==> src/rtl/serial_word_tx_pkg.sv <==
// Shared definitions for the serial word transmitter: FSM state encoding
// and the default word length.
package serial_word_tx_pkg;

  localparam int DEFAULT_WIDTH = 8;

  typedef enum logic {
    ST_IDLE  = 1'b0,
    ST_SHIFT = 1'b1
  } state_t;

endpackage

==> src/rtl/word_shifter.sv <==
// Shift register plus bit counter: loads a word, walks it out one bit per
// clock toward the selected end, and flags the first and last bit positions.
module word_shifter
  import serial_word_tx_pkg::*;
#(
  parameter int WIDTH     = DEFAULT_WIDTH,
  parameter bit MSB_FIRST = 1'b1,
  parameter int CNT_W     = $clog2(WIDTH)
) (
  input  logic             clk,
  input  logic             rst,
  input  logic             load,
  input  logic             shift,
  input  logic [WIDTH-1:0] data,
  output logic             bit_out,
  output logic             first,
  output logic             last
);

  logic [WIDTH-1:0] shreg;
  logic [CNT_W-1:0] cnt;

  // Zero fill keeps the line quiet once the last real bit has left.
  always_ff @(posedge clk) begin
    if (rst) begin
      shreg <= '0;
      cnt   <= '0;
    end else if (load) begin
      shreg <= data;
      cnt   <= '0;
    end else if (shift) begin
      if (MSB_FIRST) begin
        shreg <= {shreg[WIDTH-2:0], 1'b0};
      end else begin
        shreg <= {1'b0, shreg[WIDTH-1:1]};
      end
      cnt <= cnt + CNT_W'(1);
    end
  end

  assign bit_out = MSB_FIRST ? shreg[WIDTH-1] : shreg[0];
  assign first   = (cnt == '0);
  assign last    = (cnt == CNT_W'(WIDTH - 1));

endmodule

==> src/rtl/serial_word_tx.sv <==
// Parallel-to-serial front end: one-word skid buffer behind a valid/ready
// handshake, feeding a shifter that emits framed words with sof/eow markers.
module serial_word_tx
  import serial_word_tx_pkg::*;
#(
  parameter int WIDTH     = DEFAULT_WIDTH,
  parameter bit MSB_FIRST = 1'b1,
  parameter int CNT_W     = $clog2(WIDTH)
) (
  input  logic             clk,
  input  logic             rst,
  input  logic [WIDTH-1:0] din,
  input  logic             din_valid,
  output logic             din_ready,
  output logic             sout,
  output logic             sout_valid,
  output logic             sof,
  output logic             eow,
  output logic             busy
);

  state_t           state;
  logic             buf_full;
  logic [WIDTH-1:0] word_buf;
  logic             bit_out;
  logic             first;
  logic             last;
  logic             shifting;
  logic             accept;
  logic             load;
  logic             shift;

  assign shifting  = (state == ST_SHIFT);
  assign din_ready = !buf_full && !rst;
  assign accept    = din_valid && din_ready;
  // Reloading on the last bit is what makes back-to-back words gap-free.
  assign load      = buf_full && (!shifting || last);
  assign shift     = shifting && !load;

  always_ff @(posedge clk) begin
    if (rst) begin
      state    <= ST_IDLE;
      buf_full <= 1'b0;
      word_buf <= '0;
    end else begin
      if (accept) begin
        word_buf <= din;
        buf_full <= 1'b1;
      end
      if (load) begin
        state    <= ST_SHIFT;
        buf_full <= 1'b0;
      end else if (shifting && last) begin
        state <= ST_IDLE;
      end
    end
  end

  word_shifter #(
    .WIDTH    (WIDTH),
    .MSB_FIRST(MSB_FIRST),
    .CNT_W    (CNT_W)
  ) u_shifter (
    .clk    (clk),
    .rst    (rst),
    .load   (load),
    .shift  (shift),
    .data   (word_buf),
    .bit_out(bit_out),
    .first  (first),
    .last   (last)
  );

  assign sout       = shifting && bit_out;
  assign sout_valid = shifting;
  assign sof        = shifting && first;
  assign eow        = shifting && last;
  assign busy       = shifting || buf_full;

endmodule

==> config.mk <==
export PLATFORM = sky130hd
export DESIGN_NAME = serial_word_tx
export DESIGN_NICKNAME = d
export VERILOG_FILES = /design/src/rtl/serial_word_tx_pkg.sv /design/src/rtl/word_shifter.sv /design/src/rtl/serial_word_tx.sv
export SDC_FILE = /design/constraint.sdc
export NUM_CORES = 1
export LEC_CHECK = 0
export CORE_AREA = 2 2 57 59
export CTS_BUF_LIST = sky130_fd_sc_hd__clkbuf_16
export CTS_CLUSTER_SIZE = 25
export DETAILED_ROUTE_END_ITERATION = 10
export DIE_AREA = 0 0 59 61
export DONT_BUFFER_PORTS = 1
export GPL_TIMING_DRIVEN = 1
export HOLD_SLACK_MARGIN = 0.15
export PLACE_DENSITY_LB_ADDON = 0.3
export RECOVER_POWER = 25
export SLEW_MARGIN = 15
export SYNTH_ARGS = -nofsm -noshare
export SYNTH_HDL_FRONTEND = slang
export SYNTH_SLANG_ARGS = --single-unit
export TNS_END_PERCENT = 100
==> constraint.sdc <==
create_clock -name clk -period 2 [get_ports clk]
set_input_delay 0.3 -clock clk [delete_from_list [all_inputs] [get_ports clk]]
set_output_delay 0.3 -clock clk [all_outputs]
set_load 0.01 [all_outputs]
# ---- Word level (Yosys, flattened, before mapping)
# Index checks and enable logic that the tools add are counted.
dict set report totals {
  ff_bits 21
  latch_bits 0
  elab_cells 28
  mem_bits_rw 0
  memories 0
  in_bits 11
  out_inout_bits 6
  romBits 0
}
dict set report op_classes {
  mul 0
  n_mux 4
  div_mod_pow 0
  shift 0
  eq_ne 1
  n_reduce_logical 17
  n_addsub 1
  n_bitwise 0
  magnitude_cmp 0
}
# operator count
set ops {}
lappend ops {{8-bit two-way mux} 2}
lappend ops {{1-bit logical AND} 7}
lappend ops {{1-bit logical NOT} 4}
lappend ops {{2-bit nonzero test} 2}
lappend ops {{3-bit by 1-bit adder with 3-bit output (second input constant)} 1}
lappend ops {{3-bit == test (second input constant)} 1}
lappend ops {{3-bit logical NOT} 1}
lappend ops {{1-bit logical OR} 2}
lappend ops {{1-bit two-way mux} 2}
lappend ops {{2-bit OR reduction} 1}

# ---- Logic depth before layout (Yosys ltp)
dict set report depth {
  word_depth 7
  ltp_mapped 6
  mapped_depth_nobuf 5
}

# ---- Hierarchy
# From an unflattened synthesis, not the netlist that was laid out.
dict set report unflattened {
  hier_cells 101
  area_unflattened_um2 1009.7
}
# mod cells_each area_each_um2 instances seq_area_each_um2
set by_module_without_submodules {}
lappend by_module_without_submodules {word_shifter 51 523.0 1 220.2}
lappend by_module_without_submodules {serial_word_tx 50 486.7 1 200.2}

# ---- Worst setup path after synthesis
# No wires, ideal clock.
dict set report synth_path {
  path_kind {reg2reg}
  startpoint {register u_shifter.cnt[0]}
  endpoint {register u_shifter.shreg[1]}
  period_less_slack_ns 1.441
  arrival_time_ns 1.298
  path_buffers 1
  required_time_ns 1.857
  setup_slack_ns 0.559
  path_stages_with_launch 7
  cell_sequence {dfxtp_1 > ha_1 > ha_1 > nand2b_1 > buf_4 > a211oi_1 > nor4_2}
}
dict set report synth_between {
  elab_chain_len 6
}
# item line_no
set synth_lines {}
lappend synth_lines {{start, declared} word_shifter.sv:21} ;# logic [CNT_W-1:0] cnt;
lappend synth_lines {{start signal, assigned} word_shifter.sv:37} ;# cnt <= cnt + CNT_W'(1);
lappend synth_lines {{3-bit == test *} word_shifter.sv:43} ;# assign last = (cnt == CNT_W'(WIDTH - 1));
lappend synth_lines {{1-bit logical OR *} serial_word_tx.sv:37} ;# assign load = buf_full && (!shifting || last);
lappend synth_lines {{1-bit logical AND *} serial_word_tx.sv:37}
lappend synth_lines {{1-bit logical NOT} serial_word_tx.sv:38} ;# assign shift = shifting && !load;
lappend synth_lines {{1-bit logical AND} serial_word_tx.sv:38}
lappend synth_lines {{2-bit nonzero test (no line)} n/a}
lappend synth_lines {{end signal, assigned} word_shifter.sv:29} ;# shreg <= data;
lappend synth_lines {{end signal, assigned} word_shifter.sv:33} ;# shreg <= {shreg[WIDTH-2:0], 1'b0};
lappend synth_lines {{end signal, assigned} word_shifter.sv:35} ;# shreg <= {1'b0, shreg[WIDTH-1:1]};
lappend synth_lines {{end, declared} word_shifter.sv:20} ;# logic [WIDTH-1:0] shreg;
# Mark *: on every way between the ends. The rest lies on a longest branch, timed or not.
# A chain may end at the register's enable or synchronous reset.

# ---- Worst setup path in the final report
dict set report layout_path {
  startpoint {register u_shifter.cnt[0]}
  endpoint {register u_shifter.shreg[2]}
}
# The elaborated chain is that of the path after synthesis.

==> flow_metrics.tcl <==
set metrics [dict create \
    mostFrequentLayoutCells "nor2_1 (21), dfxtp_1 (21), mux2i_1 (10)" \
    skew_ns 0.00263 \
    leakagePower_nw 0.418 \
    grt_start_max_net_pins 22 \
    ys_seq_elements 21 \
    rows 20 \
    globalplace.congestion 0.692 \
    ys_warn_count 0 \
    drv_slew 0 \
    cts_buffers 3 \
    drcViolationCount 0 \
    vias 701 \
    syn_area_per_cell_sq_um 9.90 \
    relSlewSlack_pct 37.2 \
    wl_mm 1.79 \
    overflow 0 \
    setup_violations 0 \
    hold_start "din_valid" \
    core_area_sq_mm 0.00295 \
    max-vdd-ir-drop_mv 0.638 \
    setup_ws_ns 0.331 \
    cts_tree "built" \
    final.setup.tns_ns 0 \
    dp_hpwl_mm 1.18 \
    start_util_pct 33.9 \
    synthCells 101 \
    dp_cells 129 \
    antenna_found_initial 0 \
    clockBufferDepth 2 \
    worstSetupStartpoint "u_shifter.cnt[0]$_SDFFE_PP0P_" \
    r2r_slack_ns 0.33 \
    synth_area_leaders "dfxtp_1 (42%), mux2i_1 (10%), nor2_1 (7.9%), nor4_2 (6.3%), a211oi_1 (5.3%)" \
    via_per_inst 5.23 \
    h-tree-depth 1 \
    io_buffers 0 \
    mappedNetlistArea_sq_um 1000 \
    clk_pin_slew_ns 0.06 \
    antenna_left 0 \
    hold_viol 0 \
    drt-pass1-iter-count 4 \
    grt_usage_pct 11.8 \
    root_buffer "clkbuf_16" \
    max-cap-violations 0 \
    cts.sinks 21 \
    die_y_um 61 \
    r2r_start "u_shifter.cnt[0]$_SDFFE_PP0P_" \
    final_nets 116 \
    yosysTopAreaCell "dfxtp_1" \
    cp_max_fo 9 \
    start_kind "flop" \
    p_per_area_mw_per_mm2 965 \
    cts_resized 0 \
    criticalPathCategory "reg2reg" \
    die_area_sq_mm 0.00360 \
    first_global_vias 681 \
    fmax_ghz 0.599 \
    routedWlPerCell_um 13.3 \
    syn_to_final_growth_pct 9.14 \
    fill_cells 310 \
    min_path_type "in2reg" \
    period_minus_slack_ns 1.67 \
    finalCritPeriodShare_pct 83.5 \
    dr.first_iter.drc_count 16 \
    pre_cts_ws_ns 0.391 \
    cp-end-kind "flop" \
    cp_data_arrival_time_ns 1.77 \
    grt_setup_unrepaired "false" \
    worst_pin_slew_ns 0.939 \
    die_w_um 59 \
    ys_seq_area_share_pct 42.1 \
    ys_types 25 \
    grt_first_pass_wirelength_mm 3.09 \
    diodes 0 \
    status "finished clean" \
    final_core_util_pct 36.9 \
    clk_latency_ns 0.25 \
    io_pins 17 \
    required_ns 2.10 \
    synth_nets 115 \
    layout-drive-gt1-share_pct 16.8 \
    synth_top_area_share_pct 42.1 \
    instances_no_fill 134 \
]
==> critical path, stage by stage, from the launching register on <==
cell	delay, ns
dfxtp_1	0.33
ha_1	0.21
ha_1	0.20
nand2b_1	0.30
a211oi_1	0.39
nor4_2	0.09
==> final timing paths <==
check / end / cells past startpoint
worst max-delay path: u_shifter.shreg[2]$_SDFFE_PP0P_ / 5
worst min-delay path: buf_full$_SDFFE_PP0P_ / 2
worst max register to register: u_shifter.shreg[2]$_SDFFE_PP0P_ / 5
worst min register to register: u_shifter.shreg[7]$_SDFFE_PP0P_ / 2
==> logic make-up (layout without fill, tap and decap cells) <==
logic type | after synthesis | count (layout) | synth area share (%)
simple gates | 47 | 47 | 30.3
flops | 21 | 21 | 42.1
buf+inv | 11 | 11 | 6.88
mux | 10 | 10 | 10.0
compound gates | 8 | 8 | 6.13
fa+ha+maj | 3 | 3 | 3.76
xor+xnor | 1 | 1 | 0.876
==> state kept, by name (all words and copies together) (netlist names) <==
| name | count |
|---|---|
| buf_full | 1 |
| u_shifter.shreg | 8 |
| word_buf | 8 |
| u_shifter.cnt | 3 |
| sout_valid | 1 |
==> what timing repair did <==
| item | 4_1_cts | 5_1_grt |
|---|---|---|
| hold buffers | 1 | 0 |
| hold endpoints to repair | 21 | 0 |
| setup buffers | 0 | 0 |
==> layer usage <==
metal	wire (um)	global-route usage [%]	part of all wire [%]	vias up
met2	803	18.1	45	21
li1	-	-	-	351
met3	102	5.33	5.7	0
met1	883	15.1	49	329
met5	0	0	0	-
met4	0	2.92	0	0
==> area by class of cell <==
class                      instances  area, sq um  area share, %
inverter                           3         11.3           1.03
tap                               33         41.3           3.78
sequential                        21          420           38.5
clock buffer                       3         75.1           6.88
timing repair buffer               4         28.8           2.64
multi-input combinational         69          510           46.8
clock inverter                     1         3.75          0.344
==> cell usage after synthesis (all sizes together) <==
| cell | instances |
|---|---|
| nor4 | 7 |
| nor3 | 4 |
| dfxtp | 21 |
| mux2i | 10 |
| nor2b | 1 |
| nor3b | 7 |
| xnor2 | 1 |
| ha | 3 |
| buf | 7 |
| and2b | 1 |
| clkbuf | 1 |
| a211oi | 7 |
| a32oi | 1 |
| and2 | 3 |
| nand2b | 1 |
| nor2 | 22 |
| nand2 | 1 |
| inv | 3 |
==> power by group <==
| group | leakage, nW | switching, mW | internal, mW |
|---|---|---|---|
| clock | 0.0423 | 0.146 | 0.266 |
| sequential | 0.173 | 0.0190 | 0.453 |
| combinational | 0.203 | 0.101 | 0.0674 |
| total | 0.418 | 0.266 | 0.787 |
==> metrics by stage <==
stage	power, mW	hold slack (ns)	area, sq um
floorplan	0.631	0.378	1000
detailed placement	0.644	0.374	1010
CTS	1.07	0.194	1090
global placement	0.639	0.373	1010
global route	1.11	0.212	1090
finish	1.05	0.199	1090
(Power assumes the default switching activity.)
